--- config.mk ---
export PLATFORM = sky130hd
export DESIGN_NAME = uart_frame_parser
export DESIGN_NICKNAME = d
export VERILOG_FILES = /design/src/rtl/uart_frame_parser.sv
export SDC_FILE = /design/constraint.sdc
export NUM_CORES = 1
export LEC_CHECK = 0
export BUFFER_PORTS_ARGS = -buffer_cell sky130_fd_sc_hd__buf_2
export CAP_MARGIN = 20
export CORE_MARGIN = 2
export CORE_UTILIZATION = 47
export CTS_BUF_LIST = sky130_fd_sc_hd__clkbuf_8
export DETAILED_ROUTE_END_ITERATION = 10
export PLACE_DENSITY = 0.65
export SYNTH_ARGS = -nofsm -noshare
export SYNTH_HDL_FRONTEND = slang
export SYNTH_SLANG_ARGS = --single-unit
--- constraint.sdc ---
create_clock -name clk -period 2.83 [get_ports clk]
set_input_delay 0.283 -clock clk [delete_from_list [all_inputs] [get_ports clk]]
set_output_delay 0.283 -clock clk [all_outputs]
set_load 0.02 [all_outputs]
--- src/rtl/uart_frame_parser.sv ---
// Byte-level frame parser for a UART receiver: SYNC, LEN, ADDR, payload, XOR checksum.
// A verified payload is buffered and replayed on a valid/ready stream.
module uart_frame_parser #(
    parameter int         MAX_LEN     = 16,
    parameter int         TIMEOUT_CYC = 20000,
    parameter logic [7:0] SYNC_BYTE   = 8'hA5
) (
    input  logic       clk,
    input  logic       rst,
    input  logic [7:0] rx_data,
    input  logic       rx_ok,
    output logic [7:0] out_data,
    output logic       out_valid,
    input  logic       out_ready,
    output logic       out_last,
    output logic [7:0] frm_addr,
    output logic [4:0] frm_len,
    output logic       frm_ok,
    output logic [2:0] err,
    output logic       busy
);

    localparam int AW = (MAX_LEN > 1) ? $clog2(MAX_LEN) : 1;
    localparam int TW = $clog2(TIMEOUT_CYC + 1);

    typedef enum logic [2:0] {
        S_HUNT,
        S_LEN,
        S_ADDR,
        S_DATA,
        S_CHK,
        S_SEND
    } state_t;

    state_t        state;
    state_t        state_nxt;
    logic          rx_ok_d;
    logic          strobe;
    logic [TW-1:0] tcnt;
    logic          timing;
    logic          tout;
    logic [4:0]    idx;
    logic [4:0]    rd_idx;
    logic [7:0]    xor_acc;
    logic [7:0]    buf_mem [MAX_LEN];
    logic          len_bad;
    logic          chk_good;
    logic          chk_bad;
    logic          drop;
    logic          xfer;

    assign strobe = rx_ok & ~rx_ok_d;
    assign timing = (state == S_LEN) || (state == S_ADDR) ||
                    (state == S_DATA) || (state == S_CHK);
    // A strobe in the expiry cycle counts as activity, so it wins over the timeout.
    assign tout   = timing && !strobe && (tcnt == TW'(TIMEOUT_CYC - 1));
    assign busy   = (state != S_HUNT);

    always_ff @(posedge clk) begin
        if (!rst) begin
            state <= S_HUNT;
        end else begin
            state <= state_nxt;
        end
    end

    always_comb begin
        state_nxt = state;
        len_bad   = 1'b0;
        chk_good  = 1'b0;
        chk_bad   = 1'b0;
        drop      = 1'b0;
        out_valid = (state == S_SEND) && (frm_len != 5'd0);
        out_last  = out_valid && (rd_idx == frm_len - 5'd1);
        xfer      = out_valid && out_ready;
        out_data  = out_valid ? buf_mem[rd_idx[AW-1:0]] : 8'h00;
        case (state)
            S_HUNT: begin
                if (strobe && rx_data == SYNC_BYTE) state_nxt = S_LEN;
            end
            S_LEN: begin
                if (strobe) begin
                    if (rx_data > 8'(MAX_LEN)) begin
                        len_bad   = 1'b1;
                        state_nxt = S_HUNT;
                    end else begin
                        state_nxt = S_ADDR;
                    end
                end
            end
            S_ADDR: begin
                if (strobe) state_nxt = (frm_len == 5'd0) ? S_CHK : S_DATA;
            end
            S_DATA: begin
                if (strobe && idx == frm_len - 5'd1) state_nxt = S_CHK;
            end
            S_CHK: begin
                if (strobe) begin
                    if (rx_data == xor_acc) begin
                        chk_good  = 1'b1;
                        state_nxt = S_SEND;
                    end else begin
                        chk_bad   = 1'b1;
                        state_nxt = S_HUNT;
                    end
                end
            end
            S_SEND: begin
                drop = strobe;
                if (frm_len == 5'd0 || (xfer && out_last)) state_nxt = S_HUNT;
            end
            default: state_nxt = S_HUNT;
        endcase
        if (tout) state_nxt = S_HUNT;
    end

    // Control and frame-header registers
    always_ff @(posedge clk) begin
        if (!rst) begin
            rx_ok_d  <= 1'b1;
            tcnt     <= '0;
            idx      <= 5'd0;
            rd_idx   <= 5'd0;
            xor_acc  <= 8'h00;
            frm_addr <= 8'h00;
            frm_len  <= 5'd0;
            frm_ok   <= 1'b0;
            err      <= 3'b000;
        end else begin
            rx_ok_d <= rx_ok;
            frm_ok  <= chk_good;
            err     <= {tout | drop, len_bad, chk_bad};

            if (strobe || !timing || tout) begin
                tcnt <= '0;
            end else begin
                tcnt <= tcnt + TW'(1);
            end

            if (strobe) begin
                case (state)
                    S_LEN: begin
                        if (!len_bad) frm_len <= rx_data[4:0];
                        xor_acc <= rx_data;
                    end
                    S_ADDR: begin
                        frm_addr <= rx_data;
                        xor_acc  <= xor_acc ^ rx_data;
                        idx      <= 5'd0;
                    end
                    S_DATA: begin
                        xor_acc <= xor_acc ^ rx_data;
                        idx     <= idx + 5'd1;
                    end
                    default: ;
                endcase
            end

            if (state != S_SEND) begin
                rd_idx <= 5'd0;
            end else if (xfer) begin
                rd_idx <= rd_idx + 5'd1;
            end
        end
    end

    // Payload buffer: data path only, contents need no reset
    always_ff @(posedge clk) begin
        if (state == S_DATA && strobe) buf_mem[idx[AW-1:0]] <= rx_data;
    end

endmodule

==> results.toml <==
[outcome]
status = "complete, no violations"

[synthesis]
top_ff_cell_synth = "sky130_fd_sc_hd__edfxtp_1"
synth_cells = 547
ys_ff_latch = 186
synth_top_area_cell = "sky130_fd_sc_hd__edfxtp_1"
synth_top_family_by_area = "multiplexers"
synth_seq_area_share = 0.637
synth_warnings = 0
synth_area_leaders = "sky130_fd_sc_hd__edfxtp_1, sky130_fd_sc_hd__dfxtp_1, sky130_fd_sc_hd__mux4_2"
postSynth.asyncResetShare = 0
syn_area_per_cell_um2 = 14.4
post_synth_fa_ha_maj_area_fraction = 0.0124
synth_largest_type_area_fraction = 0.489
synthesis.nets = 566
synth.cell_area_um2 = 7860
muxShareOfSynthArea = 0.124
post_synth_num_cell_types = 50
yosys.area_share.simple = 0.116
synth-compound-area-share = 0.0384
synth-edff-count = 128
synth_xor_area_frac = 0.0497

[min_path]
worst_hold_startpoint = "rx_ok"
hold_path_class = "input port to flip-flop"
hold-path-endpoint = "rx_ok_d$_SDFF_PN1_"
hold-path-cell-count = 2

[sta]
final.min_clock_period_ns = 2.75
report.final.hold_viol_count = 0
maxClockFrequency_ghz = 0.363
finalClockSkew_ns = 0.0151
timing.setup.tns_ns = 0
finalSetupViolCount = 0
finalMaxSlewViolations = 0
worst_pin_slew_ns = 0.585
rsz_0062_raised_after_global_routing = "false"
max-slew-margin-rel = 0.610
timing.final.crit_share = 0.972

[critical_path]
cpMaxStageDelayCell = "sky130_fd_sc_hd__mux4_2"
worstRegToRegCells = 9
path_common_cell = "sky130_fd_sc_hd__mux4_2"
cp_slowest_stage_delay_ns = 0.53
setup.worst_path.end_class = "output pin"
crit_fanout = 7
worstPathRequired_ns = 2.55
worst-setup-path-type = "flip-flop to output pin"
startpoint_type = "flip-flop"
r2r_end = "rd_idx[4]$_SDFFE_PP0P_"
critPathArrivalTime_ns = 2.47
crit_path_cell_trace = "clkbuf_16 > mux4_2 > mux4_2 > and2_1 > buf_2"
timing.reg2reg.setup_slack_ns = 0.56
r2r-start = "frm_len[0]$_SDFFE_PN0P_"

[global_routing]
antenna_found_initial = 0
first_global_vias = 4618
total_grt_usage = 0.198
grt_first_pass_wirelength_um = 26000
maximum_number_of_pins_on_one_net_before_global_route_repair = 33
grt_remaining_overflow = 0

[power_and_ir_drop]
ir_worst_vdd_mv = 0.298
pwr_density_cell_nw_per_um2 = 530
power.leakage_nw = 2.94

[floorplanning]
initial_core_util = 0.477
floorplan.die_area_um2 = 17800
die_h_um = 133
io_pins = 40
core-area_um2 = 16500
floorplan.die.width_um = 133
core.rowCount = 47

[clock_network]
clkTransAtPathRegs_ns = 0.10
cts-htree-levels = 4
cts-root-buf = "sky130_fd_sc_hd__clkbuf_8"
cts-root-to-sink-buffers = 2
tritoncts_num_sinks = 186
tritoncts = "built"
clkLatencyLatePin_ns = 0.47
numCtsBuffers = 17

[placement]
dpl_cell_area_um2 = 8380
post-dp-hpwl_um = 11000
portBuffers = 39
gp_congestion = 0.854

[drt]
vias = 4603
route.antenna.remaining_nets = 0
avgViaCountPerCell = 5.51
postRouteWirelength_um = 16800
first_pass_iters = 7
drt-wirelength-per-cell_um = 20.1
drt_iter0_drc = 361
post-route-drc-count = 0

[cells_and_area]
flow.area_growth_from_synthesis_pct = 12.4
layout_common_cells = "sky130_fd_sc_hd__edfxtp_1, sky130_fd_sc_hd__dfxtp_1, sky130_fd_sc_hd__nand2_1"
antenna_cells = 0
layout.nets = 622
finalCoreUtilization = 0.537
layout-drive-gt1-share = 0.239
leading_cell_type_in_the_layout_fill_and_taps_excluded = "sky130_fd_sc_hd__edfxtp_1"
filler_cell_count = 1382
design_area_um2 = 8840

[run]
reported_max_cap_violation_count = 0
## worst max-delay path: cells and delay by family (launching register included)
family                 cells  cell delay (ns)
DFF                        1             0.46
buffers and inverters      2             0.36
and+or+nand+nor            1             0.18
muxes                      2             1.00
## area by class of cell
| type | count | area (um2) | area share |
|---|---|---|---|
| clock buffer | 17 | 234 | 0.0265 |
| clock inverter | 15 | 151 | 0.0171 |
| inverter | 8 | 30.0 | 0.00340 |
| multi-input combinational | 325 | 2690 | 0.304 |
| sequential | 186 | 5010 | 0.567 |
| tap | 220 | 275 | 0.0311 |
| timing repair buffer | 65 | 453 | 0.0512 |
## cell usage after synthesis (2+ instances only)
master	count
sky130_fd_sc_hd__buf_1	5
sky130_fd_sc_hd__nand3_1	11
sky130_fd_sc_hd__nand2_1	48
sky130_fd_sc_hd__xnor2_1	16
sky130_fd_sc_hd__nor2b_1	12
sky130_fd_sc_hd__clkbuf_1	11
sky130_fd_sc_hd__nor3b_1	3
sky130_fd_sc_hd__or3_1	3
sky130_fd_sc_hd__a31oi_1	2
sky130_fd_sc_hd__nand4_1	10
sky130_fd_sc_hd__buf_4	5
sky130_fd_sc_hd__mux2i_1	7
sky130_fd_sc_hd__buf_6	2
sky130_fd_sc_hd__inv_1	8
sky130_fd_sc_hd__xor2_1	26
sky130_fd_sc_hd__nor2_1	41
sky130_fd_sc_hd__o21ai_0	18
sky130_fd_sc_hd__nand2b_1	7
sky130_fd_sc_hd__a21oi_1	5
sky130_fd_sc_hd__or4_1	2
sky130_fd_sc_hd__nor3_1	12
sky130_fd_sc_hd__mux4_2	40
sky130_fd_sc_hd__dfxtp_1	58
sky130_fd_sc_hd__ha_1	7
sky130_fd_sc_hd__edfxtp_1	128
sky130_fd_sc_hd__a21boi_0	9
sky130_fd_sc_hd__buf_2	4
sky130_fd_sc_hd__and3_1	4
sky130_fd_sc_hd__and2_1	22
## stage by stage
step / hold slack, ns / setup WS, ns / total power (W) / instances
finish: 0.0250 / 0.0788 / 0.00468 / 836
global route: 0.0365 / 0.00272 / 0.00484 / 836
CTS: 0.00181 / 0.00326 / 0.00472 / 835
detailed placement: 0.463 / 0.309 / 0.00304 / 802
global placement: 0.446 / 0.425 / 0.00304 / 802
floorplan: 0.382 / 0.450 / 0.00298 / 547
## sequential cells by signal, summed over array words and instances, names as in the netlist, named ones only
| register | flops |
|---|---|
| err | 3 |
| xor_acc | 8 |
| frm_len | 5 |
| rx_ok_d | 1 |
| frm_addr | 8 |
| state | 3 |
| rd_idx | 5 |
| buf_mem | 128 |
| tcnt | 15 |
| idx | 5 |
| frm_ok | 1 |
## cell families (layout without fill, tap and decap cells)
logic type               Yosys count  in the layout
multiplexers                      47             47
flip-flops                       186            186
AND/OR/NAND/NOR                  181            181
XOR/XNOR                          43             43
buffers and inverters             36            105
adder cells (fa/ha/maj)            8              8
AO/OA/AOI/OAI                     46             46
## power breakdown
group | leakage [nW] | switching [W] | internal, W
Clock | 0.199 | 0.00104 | 0.000662
Combinational | 1.12 | 0.0000614 | 0.0000190
Sequential | 1.62 | 0.000000269 | 0.00290
Total | 2.94 | 0.00110 | 0.00358
## how the worst max path moves through the flow
| stage | startpoint | depth (start not counted) | to |
|---|---|---|---|
| floorplan | frm_len[0]$_SDFFE_PN0P_ | 7 | out_data[0] |
| global placement | frm_len[0]$_SDFFE_PN0P_ | 9 | rd_idx[4]$_SDFFE_PP0P_ |
| detailed placement | frm_len[0]$_SDFFE_PN0P_ | 9 | rd_idx[4]$_SDFFE_PP0P_ |
| CTS | flip-flop | 5 | out_data[5] |
| global route | flip-flop | 5 | out_data[6] |
| finish | flip-flop | 5 | out_data[0] |
## routing by layer
metal | wire [um] | track usage | vias to the layer above
met4 | 323 | 0.0638 | 0
met1 | 7180 | 0.261 | 2306
li1 | - | - | 2138
met5 | 0 | 0 | -
met2 | 8420 | 0.325 | 133
met3 | 918 | 0.0487 | 26
## timing repair
item                                    in CTS  in global routing
endpoints found under the setup margin       9                  8
gates resized for setup                      5                  3
hold buffers                                 0                  0
cloned                                       1                  1
buffers inserted                             0                  0
endpoints found under the hold margin        0                  0
No activity file was read; power rests on OpenSTA's default activity.
